### src/rtl/gray_rx_pkg.sv
// Shared types and helpers for the Gray-code receive checker.
package gray_rx_pkg;

    // Lock FSM; encoding is visible on state_o
    typedef enum logic [1:0] {
        ST_UNLOCKED = 2'd0,
        ST_LOCKED   = 2'd1,
        ST_SLIP     = 2'd2
    } rx_state_t;

    // Relationship of a new sample to the previous one
    typedef enum logic [1:0] {
        CLS_HOLD = 2'd0,
        CLS_STEP = 2'd1,
        CLS_BAD  = 2'd2
    } step_cls_t;

    // Helpers work on a fixed maximum width; callers zero-extend in and truncate out
    localparam int unsigned GRAY_MAXW = 64;
    localparam int unsigned SAT_MAXW  = 32;

    // Prefix XOR from the MSB down: b[i] = b[i+1] ^ g[i]
    function automatic logic [GRAY_MAXW-1:0] gray2bin(input logic [GRAY_MAXW-1:0] g);
        logic [GRAY_MAXW-1:0] b;
        b[GRAY_MAXW-1] = g[GRAY_MAXW-1];
        for (int unsigned i = GRAY_MAXW - 1; i > 0; i--) begin
            b[i-1] = b[i] ^ g[i-1];
        end
        return b;
    endfunction

    // Adds inc to v and clamps at 2^w-1 (w < SAT_MAXW)
    function automatic logic [SAT_MAXW-1:0] sat_inc(input logic [SAT_MAXW-1:0] v,
                                                    input logic [1:0]          inc,
                                                    input int unsigned         w);
        logic [SAT_MAXW:0] sum;
        logic [SAT_MAXW:0] lim;
        sum = {1'b0, v} + {{(SAT_MAXW-1){1'b0}}, inc};
        lim = ({{SAT_MAXW{1'b0}}, 1'b1} << w) - {{SAT_MAXW{1'b0}}, 1'b1};
        return (sum > lim) ? lim[SAT_MAXW-1:0] : sum[SAT_MAXW-1:0];
    endfunction

endpackage

### src/rtl/gray2bin_stage.sv
// Registered Gray-to-binary conversion with valid pass-through.
// The combinational conversion is also exported so the caller can
// classify the sample in the same cycle it is registered.
module gray2bin_stage
    import gray_rx_pkg::*;
#(
    parameter int unsigned CBITS = 18
) (
    input  logic             clk,
    input  logic             rst,
    input  logic             i_valid,
    input  logic [CBITS-1:0] i_gray,
    output logic [CBITS-1:0] o_bin_d,
    output logic [CBITS-1:0] o_bin,
    output logic             o_valid
);

    // Combinational conversion of the staged Gray code
    always_comb begin
        o_bin_d = CBITS'(gray2bin(GRAY_MAXW'(i_gray)));
    end

    // Capture the binary value on valid; hold it otherwise
    always_ff @(posedge clk) begin
        if (rst) begin
            o_bin   <= '0;
            o_valid <= 1'b0;
        end else begin
            o_valid <= i_valid;
            if (i_valid) begin
                o_bin <= o_bin_d;
            end
        end
    end

endmodule

### config.mk
export PLATFORM = sky130hd
export DESIGN_NAME = gray2bin_stage
export DESIGN_NICKNAME = d
export VERILOG_FILES = /design/src/rtl/gray_rx_pkg.sv /design/src/rtl/gray2bin_stage.sv
export SDC_FILE = /design/constraint.sdc
export NUM_CORES = 1
export LEC_CHECK = 0
export BUFFER_PORTS_ARGS = -buffer_cell sky130_fd_sc_hd__buf_2
export CAP_MARGIN = 5
export CORE_ASPECT_RATIO = 1.1
export CORE_MARGIN = 5
export CORE_UTILIZATION = 30
export CTS_CLUSTER_SIZE = 24
export DETAILED_ROUTE_END_ITERATION = 6
export PLACE_DENSITY = 0.56
export SYNTH_ARGS = -nofsm -noshare
export SYNTH_HDL_FRONTEND = slang
export SYNTH_SLANG_ARGS = --single-unit
### constraint.sdc
create_clock -name clk -period 2.4 [get_ports clk]
set_clock_uncertainty 0.1 [all_clocks]
set_input_delay 0.24 -clock clk [delete_from_list [all_inputs] [get_ports clk]]
set_output_delay 0.24 -clock clk [all_outputs]
set_load 0.02 [all_outputs]
# Word-level counts from Yosys, hierarchy flattened
# Index checks and enable logic that the tools add are counted.
[word_totals]
ramBits = 0
regBits = 19
latchBits = 0
word_cells = 19
mem_bits_ro = 0
in_bits = 21
n_memories = 0
[op_classes]
shifts = 0
magnitude_cmp = 0
reduce_logical = 0
multipliers = 0
n_eq_ne = 0
mux = 0
addsub = 0
n_bitwise = 17
div = 0
[op_table]
columns = ["op", "n"]
rows = [
  ["1-bit XOR", 17],
]

# Logic depth before layout (Yosys ltp)
# Gate-level depths: netlist of the first run.
[depth]
depth_word = 17
mapped_depth = 6
ltp_nobuf = 6

# Worst setup path before layout of the first run
# No wires, ideal clock.
[synth_timing]
kind = "input to output"
start = "input i_gray[17]"
end = "output o_bin_d[4]"
t_arrival_ns = 2.221
required_time_ns = 2.060
path_slack_ns = -0.161
cell_stages = 4
cell_sequence = "xor3_2 > xnor3_2 > xnor3_4 > xnor2_1"
[synth_between]
elab_chain_cells = 13
[synth_lines]
columns = ["element", "line_no", "text"]
rows = [
  ["from (decl)", "gray2bin_stage.sv:12", "input logic [CBITS-1:0] i_gray,"],
  ["1-bit XOR (13 in series)", "gray_rx_pkg.sv:27", "b[i-1] = b[i] ^ g[i-1];"],
  ["to (decl)", "gray2bin_stage.sv:13", "output logic [CBITS-1:0] o_bin_d,"],
]
# No other way between the ends.

# Worst setup path after layout of the first run
[layout_timing]
start = "input i_gray[11]"
end = "output o_bin_d[0]"
[layout_between]
elab_chain_cells = 12
[layout_lines]
columns = ["element", "line_no"]
rows = [
  ["1-bit XOR (12 in series)", "gray_rx_pkg.sv:27"],
]
# No other way between the ends.

==> results of run 1 <==
logic make-up (layout without fill, tap and decap cells):
family                 after synthesis  count (layout)
AND/OR/NAND/NOR                     28              28
XOR/XNOR                            27              27
flip-flops                          19              19
buffers and inverters               12              83
AO/OA/AOI/OAI                        9               9
multiplexers                         8               8
routing by layer:
| metal | global-route usage | part of all wire | vias up |
|---|---|---|---|
| li1 | - | - | 472 |
| met4 | 0.0542 | 0.020 | 0 |
| met5 | 0 | 0 | - |
| met3 | 0.0266 | 0.046 | 4 |
| met1 | 0.129 | 0.39 | 439 |
| met2 | 0.207 | 0.54 | 23 |
worst min path at each step:
stage                           end  slack, ns  cells after the start
final                     o_bin[17]       0.15                      3
after global routing      o_bin[17]       0.16                      3
after CTS                 o_bin[17]       0.14                      3
after detailed placement   o_bin[5]       0.35                      2
after global placement     o_bin[5]       0.35                      2
after floorplan           o_bin[17]       0.29                      2
critical path, stage by stage:
cell	delay (ns)
buf_6	0.07
xor3_4	0.47
xnor3_2	0.41
buf_6	0.15
xnor2_4	0.22
xnor3_1	0.27
inv_1	0.09
buf_6	0.12
sequential cells by signal, indices dropped and copies added, names as in the netlist:
signal and flops:
o_bin 18, o_valid 1
area by class of cell:
cell class                      count  area, um2
Clock buffer                        3       22.5
Clock inverter                      1       5.00
Fill cell                         324       1780
Inverter                            7       26.3
Multi-Input combinational cell     72        638
Sequential cell                    19        380
Tap cell                           48       60.1
Timing Repair Buffer               72        420
power breakdown:
group | switching [uW] | internal, uW | leakage, uW
clock | 100 | 62.0 | 0.0000177
combinational | 616 | 536 | 0.000646
sequential | 25.0 | 370 | 0.000157
metrics by stage:
step | area (um2) | std cells | TNS, ns
6_report | 1550 | 222 | 0
5_1_grt | 1550 | 222 | -0.0232
4_1_cts | 1520 | 220 | 0
3_5_place_dp | 1480 | 215 | -0.462
3_3_place_gp | 1480 | 215 | -0.171
2_1_floorplan | 1070 | 103 | 0
layout by cell type (no fill, tap or decap), drive strengths merged:
cell	netlist	layout
a21oi	1	1
o21a	4	4
a211o	1	1
a211oi	2	2
nand2b	3	3
clkbuf	2	3
xnor3	3	3
xor2	7	7
xnor2	15	15
buf	3	72
xor3	2	2
nor2b	1	1
clkinv	0	1
nor2	20	20
o22ai	1	1
nand2	1	1
nor3	2	2
mux2i	8	8
inv	7	7
nor3b	1	1
dfxtp	19	19
what timing repair did:
item | 4_1_cts | 5_1_grt
pin swaps | 4 | 3
gates resized for setup | 0 | 5
buffers inserted | 1 | 2
setup endpoints to repair | 6 | 1
==> reports/summary.txt, run 1 <==
status -> completed
antenna-violating nets left -> 0
Area contributors post-synth -> dfxtp_1 (37%), xnor2_1 (12%), mux2i_1 (7.7%), nor2_1 (7.2%), xor2_1 (5.9%)
Compound-Gate Fraction of Synth Area -> 0.0676
ANT cells -> 0
htree depth -> 1
drc violations -> 0
Pleak -> 0.000821 uW
clk buf depth -> 2
FF-to-FF path depth -> 2
Tmin final -> 2.38 ns
Final Util -> 0.466
syn avg cell area -> 10.1 um2
nets -> 196
# rows -> 22
CTS tree -> done
largest area contributor in the netlist -> dfxtp_1
Post-Syn Instances -> 103
most common cell in the netlist -> nor2_1
Place WS -> -0.112 ns
RePlAce Congestion -> 0.779
Synth Area in Adders -> 0
WL/cell -> 12.0 um
Critical Path End -> o_bin_d[0]
share of cells above drive strength 1 -> 0.494
vias per cell -> 4.23
I/O pin cnt -> 58
final hold vios -> 0
arrival time worst endpoint -> 2.04 ns
First-pass DRT Iterations -> 4
die height -> 71.7 um
die width -> 66.1 um
Iter 0 DRT Violations -> 26
Syn Nets -> 124
mapped cell area -> 1040 um2
Power Total -> 1710 uW
first-pass GRT wire length -> 4300 um
Top FF cell, synth -> dfxtp_1
Synth Register Bits -> 19
HPWL Detailed -> 2110 um
Required @ worst endpoint -> 2.06 ns
final worst path period share -> 0.990
Num CTS Buffers -> 3
Max Slew Vio Count -> 0
synth cell count leaders -> nor2_1 (20), dfxtp_1 (19), xnor2_1 (14), mux2i_1 (8)
Port Buf Inserts -> 57
worst skew pair latency -> 0.29 ns
R2R Path Start -> o_bin[3]
Worst Hold Class -> primary input to flop
Simple-Gate Fraction of Synth Area -> 0.117
Power per Cell Area -> 1100 nW/um2
WS Path Type -> primary input to output pin
register area share after synthesis -> 0.367
Worst setup SP type -> primary input
worst-margin pin slew -> 0.492 ns
full die area -> 4730 um2
HP Start -> i_gray[17]
total of max-cap violations -> 0
clock-pin transition on the worst setup and hold timing paths -> 0.11 ns
Total GRT Usage -> 0.116
Post-Synth XOR/XNOR Area -> 0.324
area delta synth->final -> 49.7%
reg-to-reg slack, setup -> 1.51 ns
CP endpoint kind -> output pin
worst setup margin -> 0.0249 ns
largest net degree at the start of global routing -> 23
routed vias -> 938
worst vdd ir -> 0.314 mV
Final setup viols -> 0
EDFF count, synth -> 0
Netlist cell types -> 26
global route overflow -> 0
r2r endpoint -> o_bin[3]
Post-synth ARST share -> 0
worst setup path startpoint -> i_gray[11]
RSZ-0062 raised after global routing -> true
Yosys warnings -> 0
hold buffers post-CTS -> 0
Slew headroom -> 0.672
hold_ws -> 0.151 ns
crit-path max FO -> 4
starting density of the core -> 0.311
initial antenna violation count -> 0
CTS root buffer -> clkbuf_4
top cell type's share of synthesized area -> 0.367
largest family of logic cells by synthesized area -> XOR/XNOR gates
multiplexer area fraction after synthesis -> 0.0772
final WL -> 2660 um
FMAX -> 421 MHz
core area -> 3330 um2
CTS Sinks -> 19
vias in the first global route -> 960
No activity file was read; power rests on OpenSTA's default activity.
==> run 2: changes to the inputs <==
Settings changed: ABC_AREA from default to 1, PLACE_DENSITY 0.56 to 0.53.
==> reports/summary.txt, run 2 <==
status -> finished, violations left
failing checks -> negative setup slack
final WL -> 3910 um (+47%)
worst-margin pin slew -> 0.560 ns (+0.0680 ns)
Post-synth ARST share -> 0 (unchanged)
Netlist cell types -> 17 (-35%)
drc violations -> 0 (unchanged)
vias per cell -> 4.38 (+3.6%)
FF-to-FF path depth -> 4 (+2)
most common cell in the netlist -> inv_1
largest net degree at the start of global routing -> 23 (unchanged)
area delta synth->final -> 78.4%
Total GRT Usage -> 0.137 (+0.0209)
initial antenna violation count -> 0 (unchanged)
CTS tree -> done
Final setup viols -> 11 (+11)
HPWL Detailed -> 2870 um (+36%)
Port Buf Inserts -> 57 (unchanged)
FMAX -> 333 MHz (-21%)
worst skew pair latency -> 0.25 ns (-0.04 ns)
CTS Sinks -> 19 (unchanged)
Num CTS Buffers -> 3 (unchanged)
worst setup margin -> -0.599 ns (-0.624 ns)
CTS root buffer -> clkbuf_8
syn avg cell area -> 7.08 um2 (-30%)
ANT cells -> 0 (unchanged)
register area -> 380 um2 (unchanged)
most frequent cells in the layout -> buf_2 (47), inv_1 (34), nor2_1 (31)
Iter 0 DRT Violations -> 51 (+96%)
Syn Nets -> 211 (+70%)
Largest register FFs -> 18 (unchanged)
Pleak -> 0.00133 uW (+62%)
vias in the first global route -> 1454 (+51%)
crit-path max FO -> 4 (unchanged)
# rows -> 25 (+14%)
Top FF cell, synth -> dfxtp_1
CP endpoint kind -> output pin
WL/cell -> 11.7 um (-2.0%)
Max Slew Vio Count -> 0 (unchanged)
Slew headroom -> 0.626 (-0.0457)
Power per Cell Area -> 510 nW/um2 (-54%)
biggest regs -> o_bin x18, o_valid x1
first-pass GRT wire length -> 6490 um (+51%)
Post-Syn Instances -> 190 (+84%)
Multi-input gate area -> 1120 um2 (+75%)
CP peak stage delay -> 0.14 ns (-0.33 ns)
commonest non-fill, non-tap cell in the layout -> buf_2
r2r endpoint -> o_bin[9]
Tmin final -> 3.00 ns (+0.624 ns)
starting density of the core -> 0.312 (about the same)
WS Path Type -> primary input to output pin
Yosys warnings -> 0 (unchanged)
die height -> 80.2 um (+12%)
worst vdd ir -> 0.217 mV (-31%)
routed vias -> 1458 (+55%)
R2R Path Start -> o_bin[9]
arrival time worst endpoint -> 2.66 ns (+0.62 ns)
Area contributors post-synth -> dfxtp_1 (28%), nand3_2 (10%), inv_1 (10%), nor2_1 (8.7%), nand3_1 (8.6%)
clock-pin transition on the worst setup and hold timing paths -> 0.08 ns (-0.03 ns)
hold buffers post-CTS -> 0 (unchanged)
CP max-delay cell -> nand3_4
number of fill cells -> 428 (+32%)
total of max-cap violations -> 0 (unchanged)
Critical Path End -> o_bin_d[0]
Required @ worst endpoint -> 2.06 ns (about the same)
EDFF count, synth -> 0 (unchanged)
post-route cell area -> 2400 um2 (+55%)
worst setup path startpoint -> i_gray[17]
final hold vios -> 0 (unchanged)
RSZ-0062 raised after global routing -> true
global route overflow -> 0 (unchanged)
antenna-violating nets left -> 0 (unchanged)
most used cell, CP -> nand2_4
register area share after synthesis -> 0.283 (-0.0839)
clk buf depth -> 2 (unchanged)
reg-to-reg slack, setup -> 1.62 ns (+0.11 ns)
largest area contributor in the netlist -> dfxtp_1
full die area -> 5920 um2 (+25%)
Worst Hold Class -> primary input to flop
I/O pin cnt -> 58 (unchanged)
mapped cell area -> 1350 um2 (+30%)
RePlAce Congestion -> 0.788 (+1.1%)
share of cells above drive strength 1 -> 0.588 (+0.0936)
core area -> 4320 um2 (+30%)
final worst path period share -> 1.25 (+0.260)
htree depth -> 1 (unchanged)
Worst setup SP type -> primary input
nets -> 301 (+54%)
Synth Register Bits -> 19 (unchanged)
synth cell count leaders -> inv_1 (36), nor2_1 (31), nand3_1 (23), dfxtp_1 (19), nand2_1 (15)
placed cell areas -> 2060 um2 (+39%)
die width -> 73.8 um (+12%)
First-pass DRT Iterations -> 4 (unchanged)
TNS Setup -> -3.09 ns (-3.09 ns)
top register by number of flip-flops -> o_bin
top cell type's share of synthesized area -> 0.283 (-0.0839)
-- run 2: area by class of cell --
type	count	area share
multi-input combinational	128	0.467
timing repair buffer	91	0.261
tap	54	0.0282
sequential	19	0.158
clock buffer	4	0.0188
inverter	37	0.0667
-- run 2: metal layers --
layer / track usage / wire length, um / vias up
met2: 0.237 / 1940 / 37
li1: - / - / 775
met1: 0.175 / 1690 / 644
met5: 0 / 0 / -
met3: 0.0238 / 246 / 2
met4: 0.0326 / 34 / 0
-- run 2: power by group --
| part | switching, uW | internal (uW) | total [uW] | leakage [uW] |
|---|---|---|---|---|
| Clock | 113 | 118 | 231 | 0.0000228 |
| Sequential | 12.0 | 341 | 353 | 0.000158 |
| Combinational | 360 | 280 | 640 | 0.00115 |
-- run 2: critical path, delay by kind of cell --
kind,cells,cell delay [ns]
simple gates,26,2.10
buf+inv,3,0.28
-- run 2: logic make-up after synthesis --
logic type,after synthesis,synth area share
flops,19,0.283
compound gates,20,0.0744
simple gates,108,0.506
buf+inv,43,0.137
-- run 2: repair_timing --
action,4_1_cts,5_1_grt
setup buffers,11,7
resized for setup,31,14
endpoints found under the setup margin,13,14
pin swaps,8,13
-- run 2: metrics by stage --
step,hold slack [ns],util,worst slack [ns],total power (uW),instances
floorplan,0.275,-,-0.437,710,190
global route,0.165,0.556,-0.790,1310,333
detailed placement,0.418,0.477,-0.732,892,315
finish,0.155,0.556,-0.599,1220,333
global placement,0.408,0.477,-0.708,892,315
CTS,0.149,0.534,-0.565,1210,328
-- run 2: worst min-delay path by stage --
stage / from / end / slack, ns / cells after the start
floorplan: i_gray[17] / o_bin[17] / 0.28 / 2
global placement: o_bin[15] / o_bin[15] / 0.41 / 2
detailed placement: o_bin[14] / o_bin[14] / 0.42 / 2
CTS: i_gray[17] / o_bin[17] / 0.15 / 3
global route: i_gray[17] / o_bin[17] / 0.16 / 3
finish: i_gray[17] / o_bin[17] / 0.16 / 3
==> run 3: changes to the inputs <==
==> constraint.sdc (replaced) <==
create_clock -name clk -period 2.4 [get_ports clk]
set_clock_uncertainty 0.1 [all_clocks]
set_input_delay 0.48 -clock clk [delete_from_list [all_inputs] [get_ports clk]]
set_output_delay 0.48 -clock clk [all_outputs]
set_load 0.02 [all_outputs]
==> reports/summary.txt, run 3 (synthesized netlist as in run 2, its figures left out) <==
CTS root buffer -> clkbuf_8
Int Pwr -> 761 uW (+2.9%)
Largest register FFs -> 18 (unchanged)
register area -> 380 um2 (unchanged)
TNS Setup -> -9.11 ns (-6.01 ns)
Iter 0 DRT Violations -> 34 (-33%)
Num CTS Buffers -> 3 (unchanged)
final WL -> 4020 um (+2.7%)
Required @ worst endpoint -> 1.82 ns (-0.24 ns)
full die area -> 5920 um2 (unchanged)
die height -> 80.2 um (unchanged)
Worst setup SP type -> primary input
largest net degree at the start of global routing -> 23 (unchanged)
worst setup margin -> -1.06 ns (-0.461 ns)
Multi-input gate area -> 1150 um2 (+2.7%)
most frequent cells in the layout -> buf_2 (44), buf_4 (35), inv_1 (34)
Port Buf Inserts -> 57 (unchanged)
met3 GRT Util -> 0.0275 (+0.00375)
CTS tree -> done
status -> finished, violations left
vias per cell -> 4.38 (about the same)
Sw Share -> 0.399 (+0.00271)
htree depth -> 1 (unchanged)
total of max-cap violations -> 0 (unchanged)
commonest non-fill, non-tap cell in the layout -> buf_2
number of fill cells -> 412 (-3.7%)
post-route cell area -> 2510 um2 (+4.4%)
WL/cell -> 11.9 um (+1.2%)
worst skew pair latency -> 0.26 ns (about the same)
share of cells above drive strength 1 -> 0.613 (+0.0249)
hold_ws -> 0.385 ns (+0.229 ns)
Pleak -> 0.00137 uW (+3.0%)
clock-pin transition on the worst setup and hold timing paths -> 0.09 ns (about the same)
CTS Sinks -> 19 (unchanged)
nets -> 306 (+1.7%)
# rows -> 25 (unchanged)
met1 usage -> 0.181 (+0.00674)
drc violations -> 0 (unchanged)
Power Total -> 1260 uW (+3.3%)
Total GRT Usage -> 0.145 (+0.00792)
I/O pin cnt -> 58 (unchanged)
area delta synth->final -> 86.3%
arrival time worst endpoint -> 2.88 ns (+0.22 ns)
First-pass DRT Iterations -> 4 (unchanged)
Worst Hold Class -> primary input to flop
Tmin final -> 3.46 ns (+0.461 ns)
failing checks -> negative setup slack
final worst path period share -> 1.44 (+0.192)
Clk pwr share -> 0.190 (about the same)
starting density of the core -> 0.312 (unchanged)
global route overflow -> 0 (unchanged)
final hold vios -> 0 (unchanged)
placed cell areas -> 2100 um2 (+2.2%)
RePlAce Congestion -> 0.760 (-3.5%)
Place WS -> -1.22 ns (-0.484 ns)
reg-to-reg slack, setup -> 1.61 ns (about the same)
ANT cells -> 0 (unchanged)
worst-margin pin slew -> 0.635 ns (+0.0752 ns)
core area -> 4320 um2 (unchanged)
RSZ-0062 raised after global routing -> true
Power per Cell Area -> 505 nW/um2 (-1.1%)
GR met2 Demand/Resource -> 0.248 (+0.0115)
register share of total power -> 0.279 (-0.010)
biggest regs -> o_bin x18, o_valid x1
most used routing layer -> met2
crit-path max FO -> 4 (unchanged)
initial antenna violation count -> 0 (unchanged)
first-pass GRT wire length -> 6780 um (+4.6%)
FMAX -> 289 MHz (-13%)
most used cell, CP -> nand2_4
routed vias -> 1479 (+1.4%)
top register by number of flip-flops -> o_bin
Final setup viols -> 17 (+6)
WS Path Type -> primary input to output pin
Sw Pwr -> 504 uW (+4.0%)
clk buf depth -> 2 (unchanged)
CP peak stage delay -> 0.13 ns (about the same)
vias in the first global route -> 1476 (+1.5%)
CP endpoint kind -> output pin
hold buffers post-CTS -> 0 (unchanged)
CP max-delay cell -> nand3_4
Max Slew Vio Count -> 0 (unchanged)
die width -> 73.8 um (unchanged)
HPWL Detailed -> 2970 um (+3.5%)
antenna-violating nets left -> 0 (unchanged)
worst vdd ir -> 0.247 mV (+14%)
Logic pwr share -> 0.531 (+0.008)
Slew headroom -> 0.576 (-0.0502)
## run 3: changes by cell type in the layout (fill, tap and decap cells not counted), sizes merged
cell  before  now
buf       91   96
## run 3: final cells by class
cell class / instances / area share
multi-input combinational: 128 / 0.459
timing repair buffer: 96 / 0.280
sequential: 19 / 0.152
inverter: 37 / 0.0649
tap: 54 / 0.0270
clock buffer: 4 / 0.0180
## run 3: final timing paths
path / from / endpoint / cells past startpoint
max: i_gray[16] / o_bin_d[0] / 29
min: i_gray[17] / o_bin[17] / 3
max reg2reg: o_bin[9] / o_bin[9] / 4
min reg2reg: o_bin[15] / o_bin[15] / 2
## run 3: repair_timing
action / in CTS / in global routing
setup buffers: 9 / 7
setup endpoints to repair: 18 / 17
gates resized for setup: 50 / 12
pin swaps: 19 / 11
## run 3: worst max-delay path, delay by kind of cell
kind	cells	cell delay, ns
AND/OR/NAND/NOR	26	2.13
buffers and inverters	3	0.27
## run 3: power by group through the flow
stage	clock network (uW)	logic (uW)	registers (uW)
finish	240	672	353
global route	268	723	357
CTS	252	642	354
detailed placement	0	541	361
global placement	0	540	361
floorplan	0	316	393
## run 3: routing by layer
| layer | vias to the layer above | wire [um] |
|---|---|---|
| met4 | 0 | 50 |
| met3 | 4 | 230 |
| met1 | 652 | 1750 |
| li1 | 786 | - |
| met2 | 37 | 1990 |
| met5 | - | 0 |
## run 3: metrics by stage
| step | std cells | util |
|---|---|---|
| after floorplan | 190 | - |
| after global placement | 320 | 0.488 |
| after detailed placement | 320 | 0.488 |
| after CTS | 332 | 0.559 |
| after global routing | 338 | 0.581 |
| final | 338 | 0.581 |
